## src/rtl/mux2_rr_arbiter.sv

```systemverilog
// Two-requester round-robin arbiter driving a registered 2:1 data mux.
// A hold-limit counter caps how long one requester keeps the mux while
// the other is waiting. Grants, select and data are all registered.
module mux2_rr_arbiter #(
    parameter int WIDTH    = 1,
    parameter int MAX_HOLD = 4
) (
    input  logic             clk,
    input  logic             rst_n,
    input  logic             req0,
    input  logic             req1,
    input  logic [WIDTH-1:0] i0,
    input  logic [WIDTH-1:0] i1,
    output logic             gnt0,
    output logic             gnt1,
    output logic             sel,
    output logic [WIDTH-1:0] y,
    output logic             y_valid
);

    typedef enum logic [1:0] {
        IDLE = 2'd0,
        G0   = 2'd1,
        G1   = 2'd2
    } state_e;

    // Last cycle of a tenure while the other side waits.
    localparam logic [7:0] HOLD_LIM = 8'(MAX_HOLD - 1);

    state_e           state_q, state_d;
    logic [7:0]       hold_cnt_q, hold_cnt_d;
    logic             last_q, last_d;
    logic [WIDTH-1:0] y_q;
    logic             y_valid_q;

    // State, hold counter and round-robin pointer; last=1 lets requester 0 win the first tie.
    always_ff @(posedge clk) begin
        if (!rst_n) begin
            state_q    <= IDLE;
            hold_cnt_q <= 8'd0;
            last_q     <= 1'b1;
        end else begin
            state_q    <= state_d;
            hold_cnt_q <= hold_cnt_d;
            last_q     <= last_d;
        end
    end

    // Next-state arbitration: direct handoff on release, preemption only at the hold limit.
    always_comb begin
        state_d = state_q;
        unique case (state_q)
            IDLE: begin
                if (req0 && req1)  state_d = last_q ? G0 : G1;
                else if (req0)     state_d = G0;
                else if (req1)     state_d = G1;
            end
            G0: begin
                if (!req0)                            state_d = req1 ? G1 : IDLE;
                else if (req1 && hold_cnt_q == HOLD_LIM) state_d = G1;
            end
            G1: begin
                if (!req1)                            state_d = req0 ? G0 : IDLE;
                else if (req0 && hold_cnt_q == HOLD_LIM) state_d = G0;
            end
            default: state_d = IDLE;
        endcase
    end

    // Counter clears on any grant change and saturates at the limit while the owner stays.
    always_comb begin
        hold_cnt_d = hold_cnt_q;
        last_d     = last_q;
        if (state_d != state_q || state_d == IDLE) begin
            hold_cnt_d = 8'd0;
        end else if (hold_cnt_q != HOLD_LIM) begin
            hold_cnt_d = hold_cnt_q + 8'd1;
        end
        if (state_d == G0)      last_d = 1'b0;
        else if (state_d == G1) last_d = 1'b1;
    end

    // Outputs decode directly from the registered state.
    always_comb begin
        gnt0 = (state_q == G0);
        gnt1 = (state_q == G1);
        sel  = (state_q == G1);
    end

    // Single registered mux stage; valid only when the granted side is still requesting.
    always_ff @(posedge clk) begin
        if (!rst_n) begin
            y_q       <= '0;
            y_valid_q <= 1'b0;
        end else begin
            y_q       <= sel ? i1 : i0;
            y_valid_q <= ((state_q == G0) && req0) || ((state_q == G1) && req1);
        end
    end

    assign y       = y_q;
    assign y_valid = y_valid_q;

endmodule
```

## config.mk

```make
export PLATFORM = sky130hd
export DESIGN_NAME = mux2_rr_arbiter
export DESIGN_NICKNAME = d
export VERILOG_FILES = /design/src/rtl/mux2_rr_arbiter.sv
export SDC_FILE = /design/constraint.sdc
export NUM_CORES = 1
export LEC_CHECK = 0
export CAP_MARGIN = 20
export CORE_MARGIN = 1.5
export CORE_UTILIZATION = 50
export CTS_CLUSTER_SIZE = 24
export DETAILED_ROUTE_END_ITERATION = 8
export GPL_TIMING_DRIVEN = 0
export PLACE_DENSITY_LB_ADDON = 0.15
export SYNTH_ARGS = -nofsm -noshare
export SYNTH_HDL_FRONTEND = slang
export SYNTH_SLANG_ARGS = --single-unit
export TNS_END_PERCENT = 5
```

## constraint.sdc

```tcl
create_clock -name clk -period 6.9 [get_ports clk]
set_input_delay 0.69 -clock clk [delete_from_list [all_inputs] [get_ports clk]]
set_output_delay 0.69 -clock clk [all_outputs]
set_load 0.02 [all_outputs]
```

# ---- Yosys cells after proc, flatten, opt, wreduce, memory -nomap -nowiden
# Index checks and enable logic that the tools add are counted.
dict set report totals {
  memories 0
  input_bits 6
  mem_bits_rw 0
  romBits 0
  latch_bits 0
  ff_bits 13
  out_inout_bits 5
  wordCells 39
}
dict set report op_classes {
  n_eq_ne 7
  n_div 0
  reduce_logical 11
  bitwise_logic 1
  muxes 14
  shift 0
  mul 0
  n_addsub 1
  n_lt_le_gt_ge 0
}
# cell n
set ops {}
lappend ops {{$mux 2} 9}
lappend ops {{$add 8x1->8 const B} 1}
lappend ops {{$eq 8x2->1 const B} 1}
lappend ops {{$ne 8x2->1 const B} 1}
lappend ops {{$pmux 2 s3} 1}
lappend ops {{$logic_and 1x1->1} 5}
lappend ops {{$eq 2x1->1 const B} 2}
lappend ops {{$eq 2x2->1 const B} 2}
lappend ops {{$logic_not 2->1} 2}
lappend ops {{$mux 1} 4}
lappend ops {{$logic_or 1x1->1} 2}
lappend ops {{$ne 2x2->1} 1}
lappend ops {{$reduce_bool 2->1} 1}
lappend ops {{$reduce_or 2->1} 1}
lappend ops {{$not 1->1} 1}

# ---- Longest topological paths before layout
# Gate-level depths: netlist (run 1).
dict set report depth {
  depth_word 8
  depth_mapped 10
  mapped_depth_nobuf 10
}

# ---- Least setup slack after synthesis (run 1)
# Ideal clock, no wire load.
dict set report synth_timing {
  path_type {reg2reg}
  start {register hold_cnt_q[0]}
  end {register hold_cnt_q[1]}
  stages_incl_launch_ff 11
  setup_time_ps 95
  t_required_ps 6805
  arrival_time_ps 2383
  period_less_slack_ps 2478
  path_buffers 0
  slack_ps 4422
  cell_sequence {dfxtp_1 > ha_1 > nor4b_4 > nand2_2 > mux2_4 > a21o_1 > ha_1 > nand2b_1 > a211oi_1 > nor2_1 > a221oi_1}
}
dict set report synth_via {
  elab_chain_cells 8
  word_cells_on_any_way 14
  cone_classes {add/sub (1); eq/ne (3); mux (5); reduce/logical (5)}
}
# element line_no
set synth_rtl {}
lappend synth_rtl {{start, declared} 31} ;# logic [7:0] hold_cnt_q, hold_cnt_d;
lappend synth_rtl {{start signal, assigned} 44} ;# hold_cnt_q <= hold_cnt_d;
lappend synth_rtl {{$eq 8x2->1} {60, 64}}
lappend synth_rtl {{$logic_and 1x1->1 (on tied branches)} {64, 60}}
lappend synth_rtl {{$mux 2 (on tied branches)} {64, 60}}
lappend synth_rtl {{$mux 2 (on tied branches)} {63, 59}}
lappend synth_rtl {{$pmux 2 s3} 52} ;# unique case (state_q)
lappend synth_rtl {{$ne 2x2->1 / $logic_not 2->1 (equally long branches)} 74} ;# if (state_d != state_q || state_d == IDLE) begin
lappend synth_rtl {{$logic_or 1x1->1} 74}
lappend synth_rtl {{$reduce_or 2->1 (no source line)} n/a}
# Parallel ways exist; a longest one is shown, timed or not.
# A chain may end at the register's enable or synchronous reset.

# ---- Worst setup path in the final report (run 1)
dict set report layout_timing {
  start {input req1}
  end {register hold_cnt_q[6]}
}
dict set report layout_via {
  elab_chain_cells 7
  word_cells_on_any_way 14
  cone_classes {eq/ne (1); mux (8); reduce/logical (5)}
}
# element line_no
set layout_rtl {}
lappend layout_rtl {{start, declared} 11} ;# input logic req1,
lappend layout_rtl {{$mux 2 / $logic_and 1x1->1 (equally long branches)} {56, 60}}
lappend layout_rtl {{$mux 2 (on tied branches)} {55, 60}}
lappend layout_rtl {{$mux 2 (on tied branches)} {54, 59}}
lappend layout_rtl {{$pmux 2 s3 *} 52}
lappend layout_rtl {{$ne 2x2->1 / $logic_not 2->1 (equally long branches)} 74}
lappend layout_rtl {{$logic_or 1x1->1 *} 74}
lappend layout_rtl {{$reduce_or 2->1 (no source line) *} n/a}
# Mark *: on every way between the ends. The rest lies on a longest branch, timed or not.

==> results.sh, run 1 <==
export IMPL_hold_class="reg -> reg"
export IMPL_clk_pin_slew_worst_paths_ns=0.07
export IMPL_track_usage_pct=17.8
export IMPL_post_route_min_period_ns=2.86
export IMPL_timing_fmax_ghz=0.350
export IMPL_leakagePower_nw=0.378
export IMPL_cts_buffers=3
export IMPL_postSynthCellCount=90
export IMPL_io_buffer_count=10
export IMPL_routedWlPerCell_microns=12.1
export IMPL_start_kind="input pin"
export IMPL_die_area_sq_um=1850
export IMPL_routed_wl_mm=1.45
export IMPL_n_antenna_cell=0
export IMPL_design_area_sq_um=948
export IMPL_placed_area_sq_um=922
export IMPL_core_sq_um=1510
export IMPL_cp_end_kind="register"
export IMPL_core_rowCount=14
export IMPL_synth_top_area_share_pct=32.4
export IMPL_drt_iter0_drc=1
export IMPL_num_vias=665
export IMPL_sequentialPowerShare_pct=50.5
export IMPL_viasPerCell=5.54
export IMPL_r2r_slack_ns=4.13
export IMPL_grt_pass1_wl_mm=2.52
export IMPL_synthTopCellsByArea="dfxtp_1 (32%), a211oi_1 (6.6%), xor2_1 (5.5%)"
export IMPL_cap_violations=0
export IMPL_synthDistinctLibCells=34
export IMPL_clock_path_buffers=2
export IMPL_layout_drive_gt1_share_pct=10.6
export IMPL_grt_max_degree=11
export IMPL_post_cts_setup_buffers=0
export IMPL_ff2ff_path_depth=10
export IMPL_synth_largest_area_cell="dfxtp_1"
export IMPL_drv_slew=0
export IMPL_period_share_pct=41.4
export IMPL_drtAntennaViolNets=0
export IMPL_cts_tree="yes"
export IMPL_synth_edf_count=0
export IMPL_timing_rr_start="hold_cnt_q[0]"
export IMPL_root_buffer="clkbuf_4"
export IMPL_syn_num_nets=99
export IMPL_p_clk_share_pct=28.3
export IMPL_antenna_found_initial=0
export IMPL_combinationalPowerShare_pct=21.2
export IMPL_slew_headroom_pct=69.3
export IMPL_power_density_nw_per_um2=167
export IMPL_criticalPathCategory="in -> reg"
export IMPL_drc=0
export IMPL_crit_end="hold_cnt_q[6]"
export IMPL_tightest_slew_ns=0.458
export IMPL_switching_share_pct=27.2
export IMPL_skew_ns=0.00198
export IMPL_syn_cell_area_sq_um=802
export IMPL_ir_drop_v=0.0000947
export IMPL_rsz0062_at_grt="no"
export IMPL_worstPathMaxFanout=10
export IMPL_cts_max_level=1
export IMPL_cts_num_sinks=13
export IMPL_status="finished clean"
export IMPL_yosys_top_cells_count="dfxtp_1 (13), a211oi_1 (7), nand2_1 (7)"
export IMPL_yosysSeqAreaShare_pct=32.4
export IMPL_place_gp_congestion=0.770
export IMPL_p_switching_uw=43.1
export IMPL_synth_most_common_cell="dfxtp_1"
export IMPL_cts_resized_gates=0
export IMPL_synth_ff_type="dfxtp_1"
export IMPL_startpoint="req1"
export IMPL_die_w_microns=43.1
export IMPL_ys_warn_count=0
export IMPL_arrival_ns=3.04
export IMPL_floorplan_die_height_microns=43.1
export IMPL_r2r_end="hold_cnt_q[6]"
export IMPL_ys_seq_elements=13
export IMPL_hold_buffers=0
export IMPL_overflow=0
export IMPL_hold_viol_final=0
export IMPL_synthArstFlopShare_pct=0
export IMPL_setup_tns_final_ns=0
export IMPL_grt_pass1_vias=621
export IMPL_required_ns=7.08
export IMPL_power_internal_uw=116
export IMPL_setup_violations=0
export IMPL_fin_nets=114
export IMPL_nFillCells=141
export IMPL_clock_latency_ns=0.27
export IMPL_avgSynthCellArea_sq_um=8.91
export IMPL_start_util_pct=53.2
export IMPL_syn2layout_area_growth_pct=18.3
export IMPL_io_pin_count=11
export IMPL_first_pass_iters=4
export IMPL_dp_hpwl_mm=1.13
[cell usage in the layout, fill, tap and decap left out, types with 2 or more instances in the layout]
| master | count |
|---|---|
| nor2b_1 | 3 |
| nand2_1 | 7 |
| xnor2_1 | 2 |
| nor3b_1 | 2 |
| clkdlybuf4s50_1 | 10 |
| ha_1 | 3 |
| a21oi_1 | 4 |
| o21ai_0 | 2 |
| clkbuf_4 | 3 |
| nor2_1 | 2 |
| inv_1 | 3 |
| buf_2 | 3 |
| nand3_1 | 6 |
| and3_1 | 3 |
| dfxtp_1 | 13 |
| nand3b_1 | 2 |
| a211oi_1 | 7 |
| nand2b_1 | 4 |
| o211ai_1 | 2 |
| xor2_1 | 5 |
| mux2i_1 | 2 |
[layer usage]
layer | GRT usage [%] | up-vias | part of all wire [%]
li1 | - | 355 | -
met2 | 30.0 | 8 | 50
met5 | 0 | - | 0
met4 | 9.09 | 0 | 1.1
met1 | 21.9 | 300 | 47
met3 | 2.55 | 2 | 1.9
[kinds of logic after synthesis]
| family | Yosys count | synth area share (%) |
|---|---|---|
| simple gates | 34 | 26.2 |
| xor+xnor | 7 | 7.64 |
| fa+ha+maj | 3 | 4.68 |
| compound gates | 23 | 20.4 |
| mux | 3 | 4.37 |
| buf+inv | 7 | 4.21 |
| flops | 13 | 32.4 |
[worst min-delay path by stage]
| stage | startpoint | to | depth (start not counted) |
|---|---|---|---|
| after floorplan | hold_cnt_q[1] | hold_cnt_q[1] | 2 |
| after global placement | hold_cnt_q[1] | hold_cnt_q[1] | 2 |
| after detailed placement | hold_cnt_q[1] | hold_cnt_q[1] | 2 |
| after CTS | hold_cnt_q[1] | hold_cnt_q[1] | 2 |
| after global routing | hold_cnt_q[1] | hold_cnt_q[1] | 2 |
| final | hold_cnt_q[1] | hold_cnt_q[1] | 2 |
[state kept, by name (all words and copies together), names as in the netlist]
name        count
y               1
hold_cnt_q      8
y_valid         1
state_q         2
last_q          1
[critical path: stages]
cell,delay [ns]
clkdlybuf4s50_1,0.46
buf_2,0.20
nor3b_1,0.28
nor2_1,0.07
mux2i_1,0.16
o21ai_0,0.15
ha_1,0.21
nand2b_1,0.16
a211oi_1,0.24
nor2_1,0.18
a211oi_1,0.25
[layout make-up]
| class | count | area, sq um | area share [%] |
|---|---|---|---|
| multi-input cells | 70 | 508 | 53.6 |
| flip-flops and latches | 13 | 260 | 27.4 |
| repair buffers | 10 | 100 | 10.6 |
| clock buffers | 4 | 26.3 | 2.77 |
| plain buffers | 4 | 22.5 | 2.37 |
| well taps | 16 | 20.0 | 2.11 |
| inverters | 3 | 11.3 | 1.19 |
[per-stage QoR]
step / util [%] / cells / hold slack [ns] / setup slack (ns) / power (mW)
3_3_place_gp: 61.2 / 116 / 0.534 / 3.83 / 0.115
3_5_place_dp: 61.2 / 116 / 0.531 / 3.73 / 0.116
6_report: 63.0 / 120 / 0.541 / 4.04 / 0.159
5_1_grt: 63.0 / 120 / 0.577 / 3.69 / 0.167
2_1_floorplan: - / 90 / 0.499 / 4.42 / 0.104
4_1_cts: 63.0 / 120 / 0.542 / 4.02 / 0.162
[power groups by stage]
stage               registers, mW  clock network (mW)  logic (mW)
floorplan                  0.0822                   0      0.0222
global placement           0.0820                   0      0.0334
detailed placement         0.0820                   0      0.0339
CTS                        0.0802              0.0483      0.0340
global route               0.0807              0.0490      0.0377
finish                     0.0802              0.0450      0.0337
Note: power is estimated with default switching activity, not from simulation.
==> inputs of run 2 (changes only) <==
- CORE_UTILIZATION: 50 -> 47
- clock period: 6.9 -> 2.4 ns (I/O delays scaled with it)
==> results.sh, run 2 (synthesis gave the netlist of run 1 again) <==
export IMPL_ir_drop_v=0.000386
export IMPL_cts_buffers=3
export IMPL_largestRegisters="hold_cnt_q (8), state_q (2)"
export IMPL_core_sq_um=1560
export IMPL_start_kind="register"
export IMPL_n_antenna_cell=0
export IMPL_grt_pass1_vias=683
export IMPL_overflow=0
export IMPL_tightest_slew_ns=0.377
export IMPL_hold_slack_ns=0.573
export IMPL_syn2layout_area_growth_pct=37.6
export IMPL_io_buffer_count=10
export IMPL_worstPathMaxFanout=7
export IMPL_grt_pass1_wl_mm=3.08
export IMPL_fin_nets=122
export IMPL_cts_max_level=1
export IMPL_die_area_sq_um=1960
export IMPL_clock_path_buffers=2
export IMPL_first_pass_iters=8
export IMPL_hold_viol_final=0
export IMPL_drtAntennaViolNets=0
export IMPL_routedWlPerCell_microns=14.2
export IMPL_final_util_pct=70.8
export IMPL_status="complete, but fails checks"
export IMPL_period_share_pct=96.2
export IMPL_grt_max_degree=11
export IMPL_drc=1
export IMPL_layout_drive_gt1_share_pct=27.7
export IMPL_post_route_min_period_ns=2.31
export IMPL_skew_ns=0.00551
export IMPL_setup_tns_final_ns=0
export IMPL_rsz0062_at_grt="yes"
export IMPL_cp_end_kind="register"
export IMPL_die_w_microns=44.3
export IMPL_cts_num_sinks=13
export IMPL_viasPerCell=5.92
export IMPL_dp_hpwl_mm=1.12
export IMPL_slew_headroom_pct=74.9
export IMPL_floorplan_die_height_microns=44.3
export IMPL_routed_wl_mm=1.82
export IMPL_io_pin_count=11
export IMPL_antenna_found_initial=0
export IMPL_clk_pin_slew_worst_paths_ns=0.09
export IMPL_arrival_ns=2.51
export IMPL_total_power_uw=500
export IMPL_setup_violations=0
export IMPL_required_ns=2.60
export IMPL_start_util_pct=51.4
export IMPL_core_rowCount=14
export IMPL_timing_fmax_ghz=0.433
export IMPL_power_density_nw_per_um2=453
export IMPL_mostFrequentLayoutCell="dfxtp_1"
export IMPL_hold_buffers=0
export IMPL_root_buffer="clkbuf_4"
export IMPL_regMostFlops="hold_cnt_q"
export IMPL_violations="design-rule violations"
export IMPL_leakagePower_nw=0.434
export IMPL_hold_depth=3
export IMPL_ff2ff_path_depth=10
export IMPL_cap_violations=0
export IMPL_final_cell_mix="dfxtp_1 (11), clkdlybuf4s50_1 (10), buf_4 (9)"
export IMPL_num_vias=758
export IMPL_drv_slew=0
export IMPL_largest_register_ff_count=8
export IMPL_placed_area_sq_um=935
export IMPL_drt_iter0_drc=21
export IMPL_criticalPathCategory="reg -> reg"
export IMPL_place_gp_congestion=0.854
export IMPL_hold_class="in -> reg"
export IMPL_cts_tree="yes"
export IMPL_track_usage_pct=21.4
export IMPL_clock_latency_ns=0.29
export IMPL_design_area_sq_um=1100
## run 2: cell types whose count changed in the layout (fill, tap and decap cells not counted), moves of 2 or more
cell      before  now
buf_4          1    9
a211oi_2       0    2
dfxtp_1       13   11
dfxtp_4        0    2
ha_1           3    1
a211oi_1       7    4
## run 2: path summary, 6_finish.rpt
| kind | startpoint | endpoint | slack [ns] |
|---|---|---|---|
| max reg2reg | hold_cnt_q[1] | hold_cnt_q[4] | 0.09 |
| max | hold_cnt_q[1] | hold_cnt_q[4] | 0.09 |
| min | i1 | y | 0.57 |
| min reg2reg | hold_cnt_q[7] | hold_cnt_q[7] | 0.59 |
## run 2: area by class of cell
class	instances	area, sq um
multi-input combinational	70	593
tap	16	20.0
clock buffer	4	26.3
timing repair buffer	18	160
sequential	13	268
fill	112	455
buffer	4	25.0
inverter	3	11.3
## run 2: worst max-delay path, stage by stage, from the launching register on
cell and delay (ns):
dfxtp_4 0.37, ha_4 0.13, nor4b_4 0.21, nand2_2 0.12, mux2_4 0.33, a21o_1 0.16
ha_2 0.17, nand2b_4 0.16, a211oi_4 0.24, nor2_4 0.12, a211oi_1 0.22
## run 2: power breakdown
part           internal (mW)  switching, mW
sequential             0.223        0.00652
combinational         0.0556         0.0679
clock                 0.0646         0.0826
total                  0.343          0.157
## run 2: timing repair
item / in CTS / in global routing
gates resized for setup: 8 / 7
setup buffers: 6 / 2
pin swaps: 2 / 4
endpoints found under the setup margin: 8 / 8
## run 2: metrics by stage
step,setup WS [ns],cells
2_1_floorplan,0.0167,90
3_3_place_gp,-0.240,116
3_5_place_dp,-0.226,116
4_1_cts,0.000992,126
5_1_grt,-0.0345,128
6_report,0.0924,128
## run 2: per-layer routing
metal	track usage, %	vias up	wire length, microns	part of all wire [%]
met3	3.67	2	94	5.2
met4	9.09	0	17	0.94
met2	31.5	27	839	46
met1	30.8	356	865	48
met5	0	-	0	0
li1	-	373	-	-
